[config.mk]
export PLATFORM = sky130hd
export DESIGN_NAME = apb4_crc_feeder
export DESIGN_NICKNAME = d
export VERILOG_FILES = /design/src/rtl/apb4_crc_feeder_pkg.sv /design/src/rtl/apb4_master_port.sv /design/src/rtl/apb4_crc_feeder.sv
export SDC_FILE = /design/constraint.sdc
export NUM_CORES = 1
export LEC_CHECK = 0
export BUFFER_PORTS_ARGS = -buffer_cell sky130_fd_sc_hd__buf_4
export CORE_AREA = 2 2 162 164
export CTS_CLUSTER_DIAMETER = 40
export DETAILED_ROUTE_END_ITERATION = 10
export DIE_AREA = 0 0 164 166
export PLACE_DENSITY = 0.66
export SETUP_SLACK_MARGIN = 0.5
export SLEW_MARGIN = 10
export SYNTH_ARGS = -nofsm -noshare
export SYNTH_HDL_FRONTEND = slang
export SYNTH_HIERARCHICAL = 1
export SYNTH_SLANG_ARGS = --single-unit
[constraint.sdc]
create_clock -name apb4_pclk -period 3.15 [get_ports apb4_pclk]
set_input_delay 0.1575 -clock apb4_pclk [delete_from_list [all_inputs] [get_ports apb4_pclk]]
set_output_delay 0.1575 -clock apb4_pclk [all_outputs]
set_load 0.02 [all_outputs]
[src/rtl/apb4_crc_feeder_pkg.sv]
// Shared definitions for the APB4 CRC feeder: FSM state codes, CRC
// peripheral register map, mode encodings and the result width mask.
package crc_feeder_pkg;

    // Feeder FSM state codes
    typedef logic [3:0] state_t;

    localparam state_t ST_IDLE    = 4'd0;
    localparam state_t ST_COLLECT = 4'd1;
    localparam state_t ST_WR_CTRL = 4'd2;
    localparam state_t ST_WR_INIT = 4'd3;
    localparam state_t ST_WR_XORV = 4'd4;
    localparam state_t ST_WR_DATA = 4'd5;
    localparam state_t ST_RD_STAT = 4'd6;
    localparam state_t ST_RD_DATA = 4'd7;
    localparam state_t ST_RESULT  = 4'd8;

    // CRC peripheral register indices (byte offset = index * 4)
    localparam logic [2:0] REG_CTRL = 3'd0;
    localparam logic [2:0] REG_INIT = 3'd1;
    localparam logic [2:0] REG_XORV = 3'd2;
    localparam logic [2:0] REG_DATA = 3'd3;
    localparam logic [2:0] REG_STAT = 3'd4;

    // CRC mode encodings as seen in CTRL.mode
    localparam logic [1:0] MODE_CRC8       = 2'd0;
    localparam logic [1:0] MODE_CRC16_1021 = 2'd1;
    localparam logic [1:0] MODE_CRC16_8005 = 2'd2;
    localparam logic [1:0] MODE_CRC32      = 2'd3;

    // Byte offset of a register index
    function automatic logic [31:0] reg_offset(input logic [2:0] idx);
        return {27'd0, idx, 2'b00};
    endfunction

    // Bits of a DATA read that carry the CRC for the given mode
    function automatic logic [31:0] width_mask(input logic [1:0] mode);
        logic [31:0] m;
        m = 32'hFFFF_FFFF;
        case (mode)
            MODE_CRC8:       m = 32'h0000_00FF;
            MODE_CRC16_1021: m = 32'h0000_FFFF;
            MODE_CRC16_8005: m = 32'h0000_FFFF;
            MODE_CRC32:      m = 32'hFFFF_FFFF;
        endcase
        return m;
    endfunction

endpackage

[src/rtl/apb4_master_port.sv]
// Single-access APB4 master. A request is taken whenever the port is idle;
// o_ack pulses in the access cycle that sees pready, with o_rdata/o_err
// passed straight from the bus in that same cycle.
module apb4_master_port (
    input  logic        i_clk,
    input  logic        i_rst_n,
    input  logic        i_req,
    input  logic [31:0] i_addr,
    input  logic        i_wr,
    input  logic [31:0] i_wdata,
    output logic        o_ack,
    output logic [31:0] o_rdata,
    output logic        o_err,
    output logic [31:0] o_paddr,
    output logic        o_psel,
    output logic        o_penable,
    output logic        o_pwrite,
    output logic [31:0] o_pwdata,
    input  logic [31:0] i_prdata,
    input  logic        i_pready,
    input  logic        i_pslverr
);

    logic        r_psel;
    logic        r_penable;
    logic [31:0] r_paddr;
    logic        r_pwrite;
    logic [31:0] r_pwdata;
    logic        w_done;

    assign w_done = r_psel & r_penable & i_pready;

    // Setup -> access -> idle sequencing; address/control latched at setup
    // NOTE: sequential state uses non-blocking assignments so every register
    // samples pre-edge values regardless of statement order.
    always_ff @(posedge i_clk or negedge i_rst_n) begin
        if (!i_rst_n) begin
            r_psel    <= 1'b0;
            r_penable <= 1'b0;
            r_paddr   <= '0;
            r_pwrite  <= 1'b0;
            r_pwdata  <= '0;
        end else if (!r_psel) begin
            if (i_req) begin
                r_psel   <= 1'b1;
                r_paddr  <= i_addr;
                r_pwrite <= i_wr;
                r_pwdata <= i_wdata;
            end
        end else if (!r_penable) begin
            r_penable <= 1'b1;
        end else if (i_pready) begin
            r_psel    <= 1'b0;
            r_penable <= 1'b0;
        end
    end

    assign o_ack     = w_done;
    assign o_rdata   = i_prdata;
    assign o_err     = w_done & i_pslverr;
    assign o_paddr   = r_paddr;
    assign o_psel    = r_psel;
    assign o_penable = r_penable;
    assign o_pwrite  = r_pwrite;
    assign o_pwdata  = r_pwdata;

endmodule

[src/rtl/apb4_crc_feeder.sv]
// APB4 master that streams bytes into the apb4_crc peripheral word by word,
// chaining raw intermediate CRCs through INIT, and returns the frame CRC on
// a valid/ready result port.
module apb4_crc_feeder
    import crc_feeder_pkg::*;
#(
    parameter logic [31:0] BASE_ADDR = 32'h0,
    parameter int          POLL_MAX  = 64
) (
    input  logic        apb4_pclk,
    input  logic        apb4_presetn,
    input  logic [1:0]  cfg_mode_i,
    input  logic        cfg_revin_i,
    input  logic        cfg_revout_i,
    input  logic [31:0] cfg_init_i,
    input  logic [31:0] cfg_xorv_i,
    input  logic        s_valid_i,
    output logic        s_ready_o,
    input  logic [7:0]  s_data_i,
    input  logic        s_last_i,
    output logic        res_valid_o,
    input  logic        res_ready_i,
    output logic [31:0] res_crc_o,
    output logic        res_err_o,
    output logic        busy_o,
    output logic [31:0] m_paddr_o,
    output logic        m_psel_o,
    output logic        m_penable_o,
    output logic        m_pwrite_o,
    output logic [31:0] m_pwdata_o,
    input  logic [31:0] m_prdata_i,
    input  logic        m_pready_i,
    input  logic        m_pslverr_i
);

    localparam int             PW       = $clog2(POLL_MAX + 1);
    localparam logic [PW-1:0]  POLL_LIM = PW'(POLL_MAX);

    state_t        r_state;
    logic          r_s_ready;
    logic [31:0]   r_word;
    logic [2:0]    r_cnt;
    logic          r_last;
    logic          r_first;
    logic [1:0]    r_mode;
    logic          r_revin;
    logic          r_revout;
    logic [31:0]   r_init;
    logic [31:0]   r_xorv;
    logic [31:0]   r_prev_crc;
    logic [PW-1:0] r_poll;
    logic          r_err;
    logic [31:0]   r_res_crc;
    logic          r_res_valid;
    logic          r_busy;

    state_t        w_state_nxt;
    logic          w_accept;
    logic          w_close;
    logic          w_req;
    logic [2:0]    w_reg;
    logic          w_wr;
    logic [31:0]   w_wdata;
    logic [31:0]   w_addr;
    logic          w_ack;
    logic [31:0]   w_rdata;
    logic          w_err;
    logic [31:0]   w_masked;
    logic [1:0]    w_size;
    logic [PW-1:0] w_poll_inc;
    logic          w_poll_done;

    assign w_accept    = s_valid_i & r_s_ready;
    assign w_close     = s_last_i | (r_cnt == 3'd3);
    assign w_size      = r_cnt[1:0] - 2'd1;
    assign w_poll_inc  = r_poll + PW'(1);
    assign w_poll_done = (w_poll_inc == POLL_LIM);
    assign w_masked    = w_rdata & width_mask(r_mode);
    assign w_addr      = BASE_ADDR + reg_offset(w_reg);

    // Select the APB access the current state needs
    // NOTE: every always_comb output gets a default first so no path can
    // leave it unassigned and infer a latch.
    always_comb begin
        w_req   = 1'b0;
        w_reg   = REG_CTRL;
        w_wr    = 1'b1;
        w_wdata = '0;
        case (r_state)
            ST_WR_CTRL: begin
                w_req   = 1'b1;
                w_wdata = {25'd0, w_size, r_mode, r_last & r_revout, r_revin, 1'b1};
            end
            ST_WR_INIT: begin
                w_req   = 1'b1;
                w_reg   = REG_INIT;
                w_wdata = r_first ? r_init : r_prev_crc;
            end
            ST_WR_XORV: begin
                w_req   = 1'b1;
                w_reg   = REG_XORV;
                w_wdata = r_last ? r_xorv : 32'd0;
            end
            ST_WR_DATA: begin
                w_req   = 1'b1;
                w_reg   = REG_DATA;
                w_wdata = r_word;
            end
            ST_RD_STAT: begin
                w_req = 1'b1;
                w_reg = REG_STAT;
                w_wr  = 1'b0;
            end
            ST_RD_DATA: begin
                w_req = 1'b1;
                w_reg = REG_DATA;
                w_wr  = 1'b0;
            end
            default: ;
        endcase
    end

    // Next-state decode
    always_comb begin
        w_state_nxt = r_state;
        case (r_state)
            ST_IDLE, ST_COLLECT: begin
                if (w_accept && w_close) w_state_nxt = ST_WR_CTRL;
                else if (w_accept)       w_state_nxt = ST_COLLECT;
            end
            ST_WR_CTRL: if (w_ack) w_state_nxt = ST_WR_INIT;
            ST_WR_INIT: if (w_ack) w_state_nxt = ST_WR_XORV;
            ST_WR_XORV: if (w_ack) w_state_nxt = ST_WR_DATA;
            ST_WR_DATA: if (w_ack) w_state_nxt = ST_RD_STAT;
            ST_RD_STAT: if (w_ack && (w_rdata[0] || w_poll_done)) w_state_nxt = ST_RD_DATA;
            ST_RD_DATA: if (w_ack) w_state_nxt = r_last ? ST_RESULT : ST_COLLECT;
            ST_RESULT:  if (res_ready_i) w_state_nxt = ST_IDLE;
            default:    w_state_nxt = ST_IDLE;
        endcase
    end

    // FSM, byte packer, frame config, CRC chaining and result registers
    always_ff @(posedge apb4_pclk or negedge apb4_presetn) begin
        if (!apb4_presetn) begin
            r_state     <= ST_IDLE;
            r_s_ready   <= 1'b0;
            r_word      <= '0;
            r_cnt       <= '0;
            r_last      <= 1'b0;
            r_first     <= 1'b0;
            r_mode      <= '0;
            r_revin     <= 1'b0;
            r_revout    <= 1'b0;
            r_init      <= '0;
            r_xorv      <= '0;
            r_prev_crc  <= '0;
            r_poll      <= '0;
            r_err       <= 1'b0;
            r_res_crc   <= '0;
            r_res_valid <= 1'b0;
            r_busy      <= 1'b0;
        end else begin
            r_state   <= w_state_nxt;
            r_s_ready <= (w_state_nxt == ST_IDLE || w_state_nxt == ST_COLLECT);

            if (w_accept) begin
                r_word <= {r_word[23:0], s_data_i};
                r_cnt  <= r_cnt + 3'd1;
                if (w_close) r_last <= s_last_i;
                if (r_state == ST_IDLE) begin
                    r_mode   <= cfg_mode_i;
                    r_revin  <= cfg_revin_i;
                    r_revout <= cfg_revout_i;
                    r_init   <= cfg_init_i;
                    r_xorv   <= cfg_xorv_i;
                    r_first  <= 1'b1;
                    r_err    <= 1'b0;
                    r_busy   <= 1'b1;
                end
            end

            if (w_err) r_err <= 1'b1;

            case (r_state)
                ST_WR_DATA: if (w_ack) r_poll <= '0;
                ST_RD_STAT: begin
                    if (w_ack) begin
                        r_poll <= w_poll_inc;
                        if (!w_rdata[0] && w_poll_done) r_err <= 1'b1;
                    end
                end
                ST_RD_DATA: begin
                    if (w_ack) begin
                        if (r_last) begin
                            r_res_crc   <= w_masked;
                            r_res_valid <= 1'b1;
                        end else begin
                            r_prev_crc <= w_masked;
                            r_first    <= 1'b0;
                        end
                        r_word <= '0;
                        r_cnt  <= '0;
                    end
                end
                ST_RESULT: begin
                    if (res_ready_i) begin
                        r_res_valid <= 1'b0;
                        r_busy      <= 1'b0;
                        r_last      <= 1'b0;
                    end
                end
                default: ;
            endcase
        end
    end

    apb4_master_port u_port (
        .i_clk     (apb4_pclk),
        .i_rst_n   (apb4_presetn),
        .i_req     (w_req),
        .i_addr    (w_addr),
        .i_wr      (w_wr),
        .i_wdata   (w_wdata),
        .o_ack     (w_ack),
        .o_rdata   (w_rdata),
        .o_err     (w_err),
        .o_paddr   (m_paddr_o),
        .o_psel    (m_psel_o),
        .o_penable (m_penable_o),
        .o_pwrite  (m_pwrite_o),
        .o_pwdata  (m_pwdata_o),
        .i_prdata  (m_prdata_i),
        .i_pready  (m_pready_i),
        .i_pslverr (m_pslverr_i)
    );

    assign s_ready_o   = r_s_ready;
    assign res_valid_o = r_res_valid;
    assign res_crc_o   = r_res_crc;
    assign res_err_o   = r_err;
    assign busy_o      = r_busy;

endmodule

==> flow_summary.toml <==
[outcome]
status = "finished, final reports clean"

[synth]
seq_area_frac_synth_pct = 55.75
syn_inst = 1073
ys_seq_elements = 251
synthSimpleGateAreaFrac_pct = 15.71
ys_types = 54
avgSynthCellArea_um2 = 10.50
yosys-mux-area-fraction_pct = 13.01
synth_top_family_by_area = "simple AND/OR/NAND/NOR gates"
synth_compound_area_share_pct = 8.751
synth_edf_count = 0
synth.most_common_cell = "nand2_1"
yosys-top-cells-area = "dfrtp_1 (56%), nand2_1 (12%), mux2_4 (7.6%)"
ys_async_sr_fraction_pct = 100.0
synthXorXnorAreaFrac_pct = 0.3109
synth-adder-area-share_pct = 0.3331
synth_top_area_share_pct = 55.75
syn-cell-area_mm2 = 0.01127
yosys_warnings = 6
ys.flop_type = "dfrtp_1"
yosys.area.top_type = "dfrtp_1"
netlist_top_cells_count = "nand2_1 (350), dfrtp_1 (251), mux2_4 (57), nor2_1 (44), o21ai_0 (40)"

[pwr]
seqPwrFrac_pct = 35.5
pwr-share-comb_pct = 33.3
power.leakage_nw = 7.835
p_sw_share_pct = 34.02
p_per_area_mw_per_mm2 = 976.2
peakVddDrop_uv = 597.5
p_switching_w = 0.005182
power.share.clock_pct = 31.2
p_int_w = 0.01005

[sta]
skew_ps = 10.92
worst_slew_pin_slew_ps = 842.9
timing.final.crit_share_pct = 80.13
slew_viol_final = 0
period_needed_ps = 2524
slew_headroom_pct = 43.80
max_freq_ghz = 0.3962
setup_viol = 0
rsz0062_at_grt = "false"
hold_ws_ps = 49.75
hold_violations = 0
tns_ps = 0

[clocking]
htreeDepth = 2
clk_latency_ps = 520
cts_buffer_depth = 3
clock-sinks = 251
clkSlewWorstSetupHoldPaths_ps = 50
cts_buffers = 41
cts_root_buffer = "clkbuf_16"
cts_tree = "yes"

[min_path]
min_path_cells = 3
hold_class = "in -> reg"

[drt]
wl_per_cell_um = 17.38
antenna_left = 0
drt_iter0_markers = 614
detail_route.vias_per_cell = 5.027
vias = 8838
routed_wl_um = 30550
drcViolationCount = 0
drt_first_pass_iters = 5

[placed_design]
gp_congestion = 0.8502
hpwl_um = 19720
io_buffer_count = 217

[setup_path]
reg2reg_to = "res_err_o"
crit_family = "buffers and inverters"
worstSetupPathType = "reg -> reg"
max_stage_delay_ps = 570
cp_max_fo = 22
critPathSlowestCell = "dfrtp_1"
end_kind = "register"
path_cells = "nor2_1, nand3_2, buf_4, a21oi_1, o21ai_0, dlygate4sd3_1"
crit_path_start = "r_state[1]"
start_kind = "register"
crit_buf_inv = 2
required_ps = 3540
cp.arrival_ps = 2910
rr_worst_depth = 6
cp.depth = 6
endpoint = "res_err_o"
r2r_start = "r_state[1]"
rrSetupSlack_ps = 630

[floorplanning]
initial_core_util_pct = 43.98
die_area_mm2 = 0.02722
die_h_um = 166
core_area_mm2 = 0.02562
pin_count = 218
rows = 59
fp.dieW_um = 164

[cells_and_area]
n_fill_cell = 2084
seqCellArea_mm2 = 0.006282
multi_input_area_mm2 = 0.004436
final_layout_size_suffix_gt1_share_pct = 28.48
syn2layout_area_growth_pct = 38.49
nets = 1509

[grt]
grt_max_degree = 104
grt_usage_pct = 22.69
grt_overflow = 0
grt_pass1_wl_um = 48910
grt_antenna_before_repair = 1
grt_pass1_vias = 8982

[flow_run]
cap_violations = 0
## state kept, by name, indices dropped and copies added, names as in the netlist, 2 cells and up
register	count
r_init	32
r_prev_crc	32
r_word	32
r_xorv	32
res_crc_o	32
u_port/o_paddr	32
u_port/o_pwdata	32
r_poll	7
r_state	4
r_cnt	3
r_mode	2
## stage by stage
step                      setup slack (ps)  cell area (um^2)  total power [W]  cells  utilization, %
after floorplan                       1180             11370         0.008626   1101               -
after global placement               743.7             12980          0.01022   1568           50.66
after detailed placement             710.3             12980          0.01037   1568           50.66
after CTS                            681.2             15560          0.01532   1752           60.75
after global routing                 520.3             15600          0.01610   1758           60.91
final                                625.8             15600          0.01523   1758           60.91
## how the worst min path moves through the flow
stage	from	end	slack (ps)
after global routing	m_prdata_i[15]	r_prev_crc[15]	50
after floorplan	apb4_presetn	busy_o	-140
after detailed placement	apb4_presetn	res_crc_o[5]	260
after CTS	m_prdata_i[15]	r_prev_crc[15]	6
after global placement	apb4_presetn	res_crc_o[6]	270
final	m_prdata_i[15]	r_prev_crc[15]	50
## layer usage
metal / track usage (%) / vias to the layer above / wire length (um)
met3: 3.996 / 54 / 1859
met5: 0 / - / 0
met1: 33.29 / 4278 / 14180
met2: 34.64 / 320 / 13840
met4: 6.484 / 0 / 675
li1: - / 4186 / -
## area by class of cell
cell class | count | share of cell area, %
Clock buffer | 51 | 7.473
Antenna cell | 1 | 0.01604
Multi-Input combinational cell | 741 | 28.43
Sequential cell | 251 | 40.26
Inverter | 3 | 0.07217
Timing Repair Buffer | 353 | 19.04
Tap cell | 335 | 2.686
Clock inverter | 23 | 2.029
## placed cells by master, fill, tap and decap left out, types with 3 or more instances in the layout
| cell | instances |
|---|---|
| o21ai_0 | 40 |
| a21oi_1 | 38 |
| and2_1 | 4 |
| nor3_1 | 4 |
| o2bb2ai_1 | 3 |
| conb_1 | 29 |
| mux2i_1 | 34 |
| o21ai_1 | 25 |
| buf_4 | 239 |
| nand4_1 | 3 |
| inv_6 | 6 |
| ha_1 | 3 |
| dfrtp_1 | 250 |
| clkbuf_8 | 6 |
| and3_1 | 4 |
| clkinv_2 | 4 |
| inv_1 | 3 |
| mux2_2 | 23 |
| nor2_1 | 43 |
| nand2_1 | 350 |
| nand2b_1 | 3 |
| buf_12 | 3 |
| mux2_4 | 57 |
| a221oi_1 | 3 |
| bufinv_16 | 6 |
| a221o_1 | 30 |
| dlygate4sd3_1 | 110 |
| nand3_1 | 5 |
| clkinv_4 | 3 |
| clkbuf_16 | 43 |
## what timing repair did
item,4_1_cts,5_1_grt
hold buffers,110,0
setup endpoints to repair,0,11
setup buffers,0,5
resized for setup,0,1
hold endpoints to repair,236,0
## cells by family (layout without fill, tap and decap cells)
family,Yosys count,after routing
muxes,115,115
AOI/OAI and AO/OA,154,154
adders and majority gates,3,3
DFF,251,251
xor gates and xnor gates,4,4
buffers and inverters,109,430
and+or+nand+nor,436,436
other,1,30
## power by group through the flow
| stage | combinational [W] | sequential, W | clock, W |
|---|---|---|---|
| finish | 0.00507 | 0.00541 | 0.00476 |
| global route | 0.00551 | 0.00557 | 0.00502 |
| CTS | 0.00507 | 0.00540 | 0.00485 |
| detailed placement | 0.00493 | 0.00543 | 0 |
| global placement | 0.00483 | 0.00539 | 0 |
| floorplan | 0.00295 | 0.00568 | 0 |
## worst register-to-register path, cell delays in order (launching register included)
cell,delay (ps)
dfrtp_1,570
nor2_1,420
nand3_2,260
buf_4,310
a21oi_1,180
o21ai_0,100
dlygate4sd3_1,570
Power figures use the tool's default switching activity.
